## src/rtl/demux2x64_buf_pkg.sv

```systemverilog
// Shared definitions for the demux2x64_buf block.
//   WIDTH        : default data width of one lane word
//   NLANES       : number of output lanes fed by the demux
//   lane_state_e : occupancy state of one 2-entry lane buffer
package demux2x64_buf_pkg;

  localparam int WIDTH  = 64;
  localparam int NLANES = 2;

  typedef enum logic [1:0] {
    EMPTY = 2'd0,
    ONE   = 2'd1,
    FULL  = 2'd2
  } lane_state_e;

endpackage : demux2x64_buf_pkg

```

## src/rtl/demux_lane.sv

```systemverilog
// One 2-entry FIFO lane of the demux buffer.
//   clk, reset : clock, asynchronous active-high reset
//   push, din  : write din at the tail (caller guarantees the lane is not full)
//   pop        : drop the head entry (ignored when empty)
//   head       : current head entry, registered
//   valid      : lane holds at least one entry
//   full       : lane holds two entries
module demux_lane
  import demux2x64_buf_pkg::*;
#(
  parameter int WIDTH = demux2x64_buf_pkg::WIDTH
) (
  input  logic             clk,
  input  logic             reset,
  input  logic             push,
  input  logic             pop,
  input  logic [WIDTH-1:0] din,
  output logic [WIDTH-1:0] head,
  output logic             valid,
  output logic             full
);

  lane_state_e      state_q, state_d;
  logic [WIDTH-1:0] head_q, head_d;
  logic [WIDTH-1:0] tail_q, tail_d;

  always_comb begin
    // NOTE: every signal gets a default before the case so no path leaves it unassigned (no latch).
    state_d = state_q;
    head_d  = head_q;
    tail_d  = tail_q;
    case (state_q)
      EMPTY: begin
        if (push) begin
          state_d = ONE;
          head_d  = din;
        end
      end
      ONE: begin
        case ({push, pop})
          2'b10: begin
            state_d = FULL;
            tail_d  = din;
          end
          2'b01: state_d = EMPTY;
          // Push and pop together: the single entry is replaced, occupancy unchanged.
          2'b11: head_d = din;
          default: ;
        endcase
      end
      FULL: begin
        // Push cannot occur here: the top level holds in_ready low for a full lane.
        if (pop) begin
          state_d = ONE;
          head_d  = tail_q;
        end
      end
      default: state_d = EMPTY;
    endcase
  end

  // NOTE: sequential state uses non-blocking assignments so all flops update from pre-edge values.
  always_ff @(posedge clk or posedge reset) begin
    if (reset) begin
      state_q <= EMPTY;
      // NOTE: data registers are reset too so head is never X after reset, not just "invalid".
      head_q  <= '0;
      tail_q  <= '0;
    end else begin
      state_q <= state_d;
      head_q  <= head_d;
      tail_q  <= tail_d;
    end
  end

  assign head  = head_q;
  assign valid = (state_q != EMPTY);
  assign full  = (state_q == FULL);

endmodule : demux_lane

```

## src/rtl/demux2x64_buf.sv

```systemverilog
// 1-to-2 demultiplexer with a 2-entry buffer per output lane.
//   clk, reset          : clock, asynchronous active-high reset
//   in_valid/in_ready   : producer handshake; in_ready = selected lane not full
//   in_sel, in_data     : destination lane and word
//   out_valid/out_ready : per-lane consumer handshake
//   out_data[lane]      : per-lane head word
module demux2x64_buf
  import demux2x64_buf_pkg::*;
#(
  parameter int WIDTH = demux2x64_buf_pkg::WIDTH,
  parameter int DEPTH = 2
) (
  input  logic                          clk,
  input  logic                          reset,
  input  logic                          in_valid,
  output logic                          in_ready,
  input  logic                          in_sel,
  input  logic [WIDTH-1:0]              in_data,
  output logic [NLANES-1:0]             out_valid,
  input  logic [NLANES-1:0]             out_ready,
  output logic [NLANES-1:0][WIDTH-1:0]  out_data
);

  // The lane buffer is hard-wired for two entries.
  if (DEPTH != 2) begin : g_bad_depth
    $error("demux2x64_buf: only DEPTH=2 is supported");
  end

  logic [NLANES-1:0] lane_full;
  logic [NLANES-1:0] lane_push;
  logic [NLANES-1:0] lane_pop;

  // Depends only on in_sel and lane occupancy, never on in_valid or out_ready.
  assign in_ready = ~lane_full[in_sel];
  assign lane_pop = out_valid & out_ready;

  for (genvar g = 0; g < NLANES; g++) begin : g_lane
    assign lane_push[g] = in_valid && in_ready && (in_sel == 1'(g));

    demux_lane #(
      .WIDTH (WIDTH)
    ) u_lane (
      .clk   (clk),
      .reset (reset),
      .push  (lane_push[g]),
      .pop   (lane_pop[g]),
      .din   (in_data),
      .head  (out_data[g]),
      .valid (out_valid[g]),
      .full  (lane_full[g])
    );
  end

endmodule : demux2x64_buf
```

## config.mk

```make
export PLATFORM = sky130hd
export DESIGN_NAME = demux2x64_buf
export DESIGN_NICKNAME = d
export VERILOG_FILES = /design/src/rtl/demux2x64_buf_pkg.sv /design/src/rtl/demux_lane.sv /design/src/rtl/demux2x64_buf.sv
export SDC_FILE = /design/constraint.sdc
export NUM_CORES = 1
export LEC_CHECK = 0
export ABC_AREA = 0
export CORE_ASPECT_RATIO = 0.8
export CORE_MARGIN = 1.5
export CORE_UTILIZATION = 40
export CTS_BUF_LIST = sky130_fd_sc_hd__clkbuf_4
export CTS_CLUSTER_SIZE = 10
export DETAILED_ROUTE_END_ITERATION = 16
export PLACE_DENSITY = 0.65
export SETUP_SLACK_MARGIN = 0.02
export SLEW_MARGIN = 20
export SYNTH_ARGS = -nofsm -noshare
export SYNTH_HDL_FRONTEND = slang
export SYNTH_HIERARCHICAL = 1
export SYNTH_SLANG_ARGS = --single-unit
```

## constraint.sdc

```tcl
create_clock -name clk -period 4.8 [get_ports clk]
set_clock_uncertainty 0.15 [all_clocks]
set_input_delay 0.96 -clock clk [delete_from_list [all_inputs] [get_ports clk]]
set_output_delay 0.96 -clock clk [all_outputs]
set_load 0.005 [all_outputs]
```

---- After elaboration in Yosys (flattened, before gate mapping) ----
Index checks and enable logic that the tools add are counted.
operators by class
  equal/unequal tests ..................... 18
  bitwise logic cells ..................... 3
  reduce and logical (&&, ||, !) cells .... 15
  muxes and demuxes ....................... 18
  $lt $le $gt $ge ......................... 1
operator list
  kind                                                 count
  2-to-1 mux 64 bit                                    6
  one-hot mux 64 bit (3 select lines)                  2
  equality test 2 bit, second input constant           6
  one-hot mux 2 bit (3 select lines)                   2
  equality test 2 x 1 -> 1 bit, second input constant  4
  2-to-1 mux 2 bit                                     4
  != test 2 bit, second input constant                 4
  one-hot mux 2 bit (2 select lines)                   2
  AND reduction 4 bit                                  2
  != test 3 x 2 -> 1 bit, second input constant        2
  AND reduction 3 bit                                  2
  nonzero test 3 bit                                   2
  zero test 2 bit                                      2
  != test 2 x 1 -> 1 bit, second input constant        2
  AND reduction 2 bit                                  2
  nonzero test 2 bit                                   2
  logical AND 1 bit                                    3
  bitwise AND 2 bit                                    1
  < comparator 1 x 2 -> 1 bit, second input constant   1
  2-to-1 mux 1 bit                                     2
  NOT 1 bit                                            2
word-level totals
  output and inout port bits .............. 131
  bits of input ports ..................... 70
  register bits ........................... 260
  logic and storage cells ................. 61

---- Longest topological paths before layout ----
Gate-level depths: netlist of run 1.
  word-level depth ........................ 9
  depth in mapped cells ................... 9
  gate-level depth less buffers ........... 6

---- Cells and area by module ----
The synthesis of run 1 kept the hierarchy.
modules (own cells, without submodules)
  module         cells each  seq. area each (um^2)  instances  area an instance (um^2)
  demux_lane     354         3253.1                 2          5945.7
  demux2x64_buf  5           0.0                    1          43.8

---- Least setup slack after synthesis of run 1 ----
No wires, ideal clock.
  kind .................................... in2reg
  start point ............................. input port in_sel
  end point ............................... register g_lane[0].u_lane.tail_q[0]
  setup time .............................. 125 ps
  setup slack ............................. 2319 ps
  data required time ...................... 4525 ps
  stages on the path ...................... 5
  arrival ................................. 2207 ps
  buffers on the path ..................... 2
  cell sequence ........................... nor3b_2 > and4bb_2 > buf_2 > buf_2 > mux2_2
between the ends
  cells in the longest elaborated chain, start to end .. 7
  elaborated cells between the ends (all ways) .. 8
  classes of those cells .................. eq/ne (1); mux (2); bitwise (2); reduce/logical (3)
RTL lines
  item                                                  line                 RTL
  start: declaration                                    demux2x64_buf.sv:17  input logic in_sel,
  2-to-1 mux 1 bit (not written as such) (2 in series)  demux2x64_buf.sv:34  assign in_ready = ~lane_full[in_sel];
  NOT 1 bit                                             demux2x64_buf.sv:34
  logical AND 1 bit                                     demux2x64_buf.sv:38  assign lane_push[g] = in_valid && in_ready && (in_sel == 1'(g));
  logical AND 1 bit *                                   demux2x64_buf.sv:38
  equality test 2 bit *                                 demux_lane.sv:40     case ({push, pop})
  AND reduction 2 bit (no source line) *                --
  end signal: assignment                                demux_lane.sv:72     tail_q <= tail_d;
  end: declaration                                      demux_lane.sv:25     logic [WIDTH-1:0] tail_q, tail_d;
Mark *: on every way between the ends. The rest lies on a longest branch, timed or not. The select of a mux whose other input is x is not followed.
A chain may end at the register's enable or synchronous reset.

---- Worst setup path in the final report of run 1 ----
  start point ............................. input port in_sel
  end point ............................... output port in_ready
between the ends
  cells in the longest elaborated chain, start to end .. 3
RTL lines
  item                                                  line                 RTL
  2-to-1 mux 1 bit (not written as such) (2 in series)  demux2x64_buf.sv:34
  NOT 1 bit                                             demux2x64_buf.sv:34
  end: declaration                                      demux2x64_buf.sv:16  output logic in_ready,
No other way between the ends. The select of a mux whose other input is x is not followed.

==> impl_metrics.ini, run 1 <==
[power_and_ir_drop]
p_per_area_mw_per_mm2 = 664
irDropWorstVdd_uv = 270
internal_power_w = 0.00723
total_power_w = 0.0101
switching_share_pct = 28.3
p_leak_nw = 6.61
comb_power_share_pct = 41.0
pwr-share-clk_pct = 19.6
power_switching_w = 0.00285
seqPwrFrac_pct = 39.4

[timing]
timing.slew.headroom_pct = 37.5
hold_viol = 0
rsz0062_at_grt = false
drv_slew = 0
setup_viol = 0
fin_crit_sh_pct = 68.9
min_period_ps = 3310
setup_tns_ps = 0
clock.fmax_mhz = 302
tightest_slew_ps = 938

[worst_setup_path]
crit_arrival_ps = 2200
reg2reg_depth = 5
crit_path_end_kind = primary output
critPathRequiredTime_ps = 3690
cp-start-kind = primary input
worstReg2RegStart = g_lane[1].u_lane/state_q[0]
rr_endpoint = g_lane[1].u_lane/tail_q[54]
crit_type = primary input to primary output
critPathMaxFanout = 3
reg2reg_slack_ps = 2040

[floorplan]
rows = 56
dieArea_mm2 = 0.0309
die_x_um = 196
die_y_um = 158
ios = 201
initial_core_util_pct = 40.7
coreArea_mm2 = 0.0294

[detailed_routing]
vias = 6798
drtIter0Drc = 200
drtPass1Iterations = 4
wl_met1_mm = 13.1
drt-total-wl_mm = 26.9
drc = 0
ant_nets = 0
drt-wirelength-per-cell_um = 19.4
wl_met3_mm = 1.36
viasPerCell = 4.92
routed.top_layer = met4
met2_length_mm = 12.0

[clocking]
ctsHoldBuffers = 0
cts_buffers = 70
cts-resized-gates = 0
cts_tree = yes
cts_root_buffer = clkbuf_4
clock_latency_ps = 670
htreeDepth = 3
cts_setup_buffers = 0
cts.sinks = 260
clk_path_buf_depth = 3
cts.clk_slew.worst_paths_ps = 50

[synth]
yosysSeqAreaShare_pct = 54.5
async_reset_ff_share_pct = 100
synth_nets = 783
synthMostInstantiatedCell = dfrtp_1
synth.top_cell.area_share_pct = 54.5
syn-instance-count = 713
synth_ff_type = dfrtp_1
avgSynthCellArea_um2 = 16.7
synth_area_mm2 = 0.0119
ys_top_cells_by_count = 260 x dfrtp_1, 228 x mux2_2, 156 x mux2_4
synth_area_leaders = dfrtp_1 55%, mux2_2 22%, mux2_4 20%
synth.largest_area_cell = dfrtp_1
synth.distinct_cells = 21
ys_warn_count = 6
synth_seq_cells = 260
synth_edf_count = 0

[placement]
dp_hpwl_mm = 16.2
port_buffers = 200
place.gp.congestion = 0.707
dpl-instance-area_mm2 = 0.0143

[cells_and_area]
layout-drive-gt1-share_pct = 52.0
postLayoutCellArea_mm2 = 0.0152
seq_area_mm2 = 0.00651
nFillCells = 2497
multi_input_area_mm2 = 0.00513
area_delta_synth_final_pct = 27.1
num-nets-final = 1029

[min_path]
worstHoldEndpoint = g_lane[0].u_lane/tail_q[62]
hold-path-cell-count = 1
min_from = g_lane[0].u_lane/tail_q[62]
min_path_type = flip-flop to flip-flop

[grt]
first_global_vias = 7297
grt-ovfl-total = 0
antenna_found_initial = 1
grt_pass1_wl_mm = 42.4
grt_use_total_pct = 18.0
grt_max_degree = 74

[job]
maxCapViolCount = 0

[outcome]
outcome = finished clean
## through the flow
stage	cells	setup WS [ps]	utilization (%)	hold WS, ps
2_1_floorplan	713	221	-	325
3_3_place_gp	1264	1290	48.7	334
3_5_place_dp	1264	1240	48.7	341
4_1_cts	1382	1480	51.7	356
5_1_grt	1383	1430	51.7	370
6_report	1383	1490	51.7	354
## cells by family after synthesis
group                  synth area share [%]
AO/OA/AOI/OAI                         0.587
multiplexers                           41.4
AND/OR/NAND/NOR                       0.954
buffers and inverters                  2.56
flip-flops                             54.5
## worst max-delay path, stage by stage
cell and delay, ps:
clkdlybuf4s50_1 530, mux2i_1 200, clkdlybuf4s50_1 510
## registers in the layout, indices dropped and copies added, names as in the netlist
register / cells
g_lane.u_lane/head: 128
g_lane.u_lane/state_q: 4
g_lane.u_lane/tail_q: 128
## power by group through the flow
stage	registers (W)	clock network (W)	logic [W]
detailed placement	0.00400	0	0.00420
CTS	0.00398	0.00206	0.00421
global route	0.00412	0.00219	0.00443
finish	0.00396	0.00197	0.00413
global placement	0.00397	0	0.00411
floorplan	0.00387	0	0.00255
## routing by layer
| layer | vias to the layer above | global-route usage (%) |
|---|---|---|
| met5 | - | 0 |
| met4 | 0 | 6.04 |
| met3 | 40 | 4.84 |
| met2 | 174 | 27.2 |
| met1 | 3495 | 25.1 |
| li1 | 3089 | - |
## cell type report
| type | count | share of cell area, % |
|---|---|---|
| multi-input cells | 409 | 33.8 |
| repair buffers | 214 | 14.1 |
| flip-flops and latches | 260 | 42.9 |
| clock buffers | 111 | 5.49 |
| clock inverters | 7 | 0.346 |
| diodes | 1 | 0.0165 |
| well taps | 377 | 3.11 |
| inverters | 4 | 0.198 |
## cell usage in the layout, fill, tap and decap left out, drive strengths merged, types with 3 or more instances in the layout
master	n
mux2	384
dfrtp	260
inv	6
buf	14
clkdlybuf4s50	200
clkbuf	111
nor3b	3
clkinv	4
mux2i	3
## how the worst max path moves through the flow
| stage | from | endpoint | depth (start not counted) |
|---|---|---|---|
| 6_report | in_sel | in_ready | 3 |
| 5_1_grt | in_sel | in_ready | 3 |
| 4_1_cts | in_sel | in_ready | 3 |
| 3_5_place_dp | in_sel | g_lane[1].u_lane/tail_q[62] | 5 |
| 3_3_place_gp | in_sel | g_lane[1].u_lane/head[49] | 6 |
| 2_1_floorplan | reset | g_lane[0].u_lane/head[0] | 1 |
(Power assumes the default switching activity.)
==> run 2: changes to the inputs <==
Settings changed: PLACE_DENSITY 0.65 to unset.
Clock period 4.8 ns to 3.1 ns, I/O delays scaled along.
==> impl_metrics.ini, run 2 (synthesis gave the netlist of run 1 again) <==
[detailed_routing]
drtIter0Drc = 193
ant_nets = 0
drc = 0
viasPerCell = 4.89
drtPass1Iterations = 4
drt-wirelength-per-cell_um = 19.0
drt-total-wl_mm = 26.2
vias = 6763

[power_and_ir_drop]
switching_share_pct = 28.3
p_leak_nw = 6.61
pwr-share-clk_pct = 19.1
irDropWorstVdd_uv = 443
total_power_w = 0.0156
power_switching_w = 0.00440
p_per_area_mw_per_mm2 = 1020
seqPwrFrac_pct = 39.4
comb_power_share_pct = 41.5
internal_power_w = 0.0112

[placement]
dp_hpwl_mm = 16.2
dp_slack_ps = 195
place.gp.congestion = 0.683
place_inst = 1267
port_buffers = 200

[clocking]
ctsHoldBuffers = 0
cts_buffers = 70
cts-resized-gates = 0
htreeDepth = 3
cts_tree = yes
cts_setup_buffers = 0
clock_latency_ps = 660
cts.sinks = 260
cts_root_buffer = clkbuf_4
cts.clk_slew.worst_paths_ps = 60
clk_path_buf_depth = 3

[worst_setup_path]
crit_path_end = in_ready
critPathMaxFanout = 6
worstPathCellList = nand2b_1 -> inv_4 -> mux2i_1 -> clkdlybuf4s50_1
reg2reg_slack_ps = 630
worstReg2RegStart = g_lane[0].u_lane/state_q[0]
crit_arrival_ps = 2060
crit_path_top_delay_cell = clkdlybuf4s50_1
crit_path_end_kind = primary output
rr_endpoint = g_lane[0].u_lane/head[40]
startpoint = g_lane[0].u_lane/state_q[0]
critPathMaxStageDelay_ps = 520
reg2reg_depth = 5
crit_type = flip-flop to primary output
critPathRequiredTime_ps = 2330
cp-start-kind = flip-flop

[timing]
drv_slew = 0
fin_crit_sh_pct = 91.2
tightest_slew_ps = 898
fin_ws_ps = 272
min_period_ps = 2830
setup_tns_ps = 0
hold_viol = 0
timing.slew.headroom_pct = 40.1
clock.fmax_mhz = 354
setup_viol = 0
rsz0062_at_grt = false
hold-worst-slack_ps = 350

[cells_and_area]
layout-drive-gt1-share_pct = 51.7
final_common_cell = dfrtp_1
final_cell_mix = 260 x dfrtp_1, 228 x mux2_2, 200 x clkdlybuf4s50_1
final_cells = 1384
area_delta_synth_final_pct = 27.7
num-nets-final = 1032

[outcome]
outcome = finished clean

[floorplan]
dieArea_mm2 = 0.0309
die_x_um = 196
coreArea_mm2 = 0.0294
ios = 201
initial_core_util_pct = 40.7
die_y_um = 158
rows = 56

[grt]
grt-ovfl-total = 0
antenna_found_initial = 3
first_global_vias = 7050
grt_use_total_pct = 17.4
grt_pass1_wl_mm = 40.8
grt_max_degree = 131

[min_path]
min_path_type = flip-flop to flip-flop

[job]
maxCapViolCount = 0
-- run 2: cell types whose count changed in the layout (fill, tap and decap cells not counted) --
| cell | change |
|---|---|
| buf_4 | -4 |
| clkinv_1 | +3 |
| inv_6 | -2 |
| clkbuf_4 | -8 |
| clkinvlp_4 | +2 |
| diode_2 | +2 |
| buf_12 | +7 |
| inv_2 | +1 |
-- run 2: final cells by class --
cell class / count / area (um^2)
Multi-Input combinational cell: 409 / 5130
Inverter: 4 / 27.5
Fill cell: 2495 / 14100
Tap cell: 377 / 472
Clock inverter: 11 / 67.6
Antenna cell: 3 / 7.51
Sequential cell: 260 / 6510
Clock buffer: 103 / 773
Timing Repair Buffer: 217 / 2250
-- run 2: layer usage --
layer	track usage, %	part of all wire (%)	vias to the layer above
li1	-	-	3121
met1	24.9	50	3425
met2	24.7	43	171
met3	5.25	5.4	46
met4	6.12	2.0	0
met5	0	0	-
-- run 2: power by group through the flow --
| stage | sequential (W) | clock, W | combinational [W] |
|---|---|---|---|
| floorplan | 0.00599 | 0 | 0.00394 |
| global placement | 0.00616 | 0 | 0.00646 |
| detailed placement | 0.00617 | 0 | 0.00657 |
| CTS | 0.00615 | 0.00311 | 0.00658 |
| global route | 0.00635 | 0.00327 | 0.00690 |
| finish | 0.00613 | 0.00296 | 0.00646 |
-- run 2: metrics by stage --
stage	utilization (%)	instance area, um^2
after global placement	49.0	14400
after global routing	51.9	15200
after detailed placement	49.0	14400
after CTS	51.9	15200
after floorplan	-	11900
final	51.9	15200
-- run 2: critical path: cells and delay by family (launching register included) --
family | cells | cell delay [ps]
AND/OR/NAND/NOR | 1 | 210
multiplexers | 1 | 120
buffers and inverters | 2 | 600
flip-flops | 1 | 460
-- run 2: how the worst min path moves through the flow --
stage / startpoint / to / slack (ps) / cells after the start
after global routing: reset / g_lane[0].u_lane/head[19] / 340 / 3
final: g_lane[0].u_lane/tail_q[58] / g_lane[0].u_lane/tail_q[58] / 350 / 1
after CTS: reset / g_lane[0].u_lane/head[19] / 290 / 3
after global placement: g_lane[0].u_lane/tail_q[63] / g_lane[0].u_lane/tail_q[63] / 330 / 1
after floorplan: g_lane[0].u_lane/tail_q[39] / g_lane[0].u_lane/tail_q[39] / 320 / 1
after detailed placement: g_lane[1].u_lane/head[25] / g_lane[1].u_lane/head[25] / 340 / 1
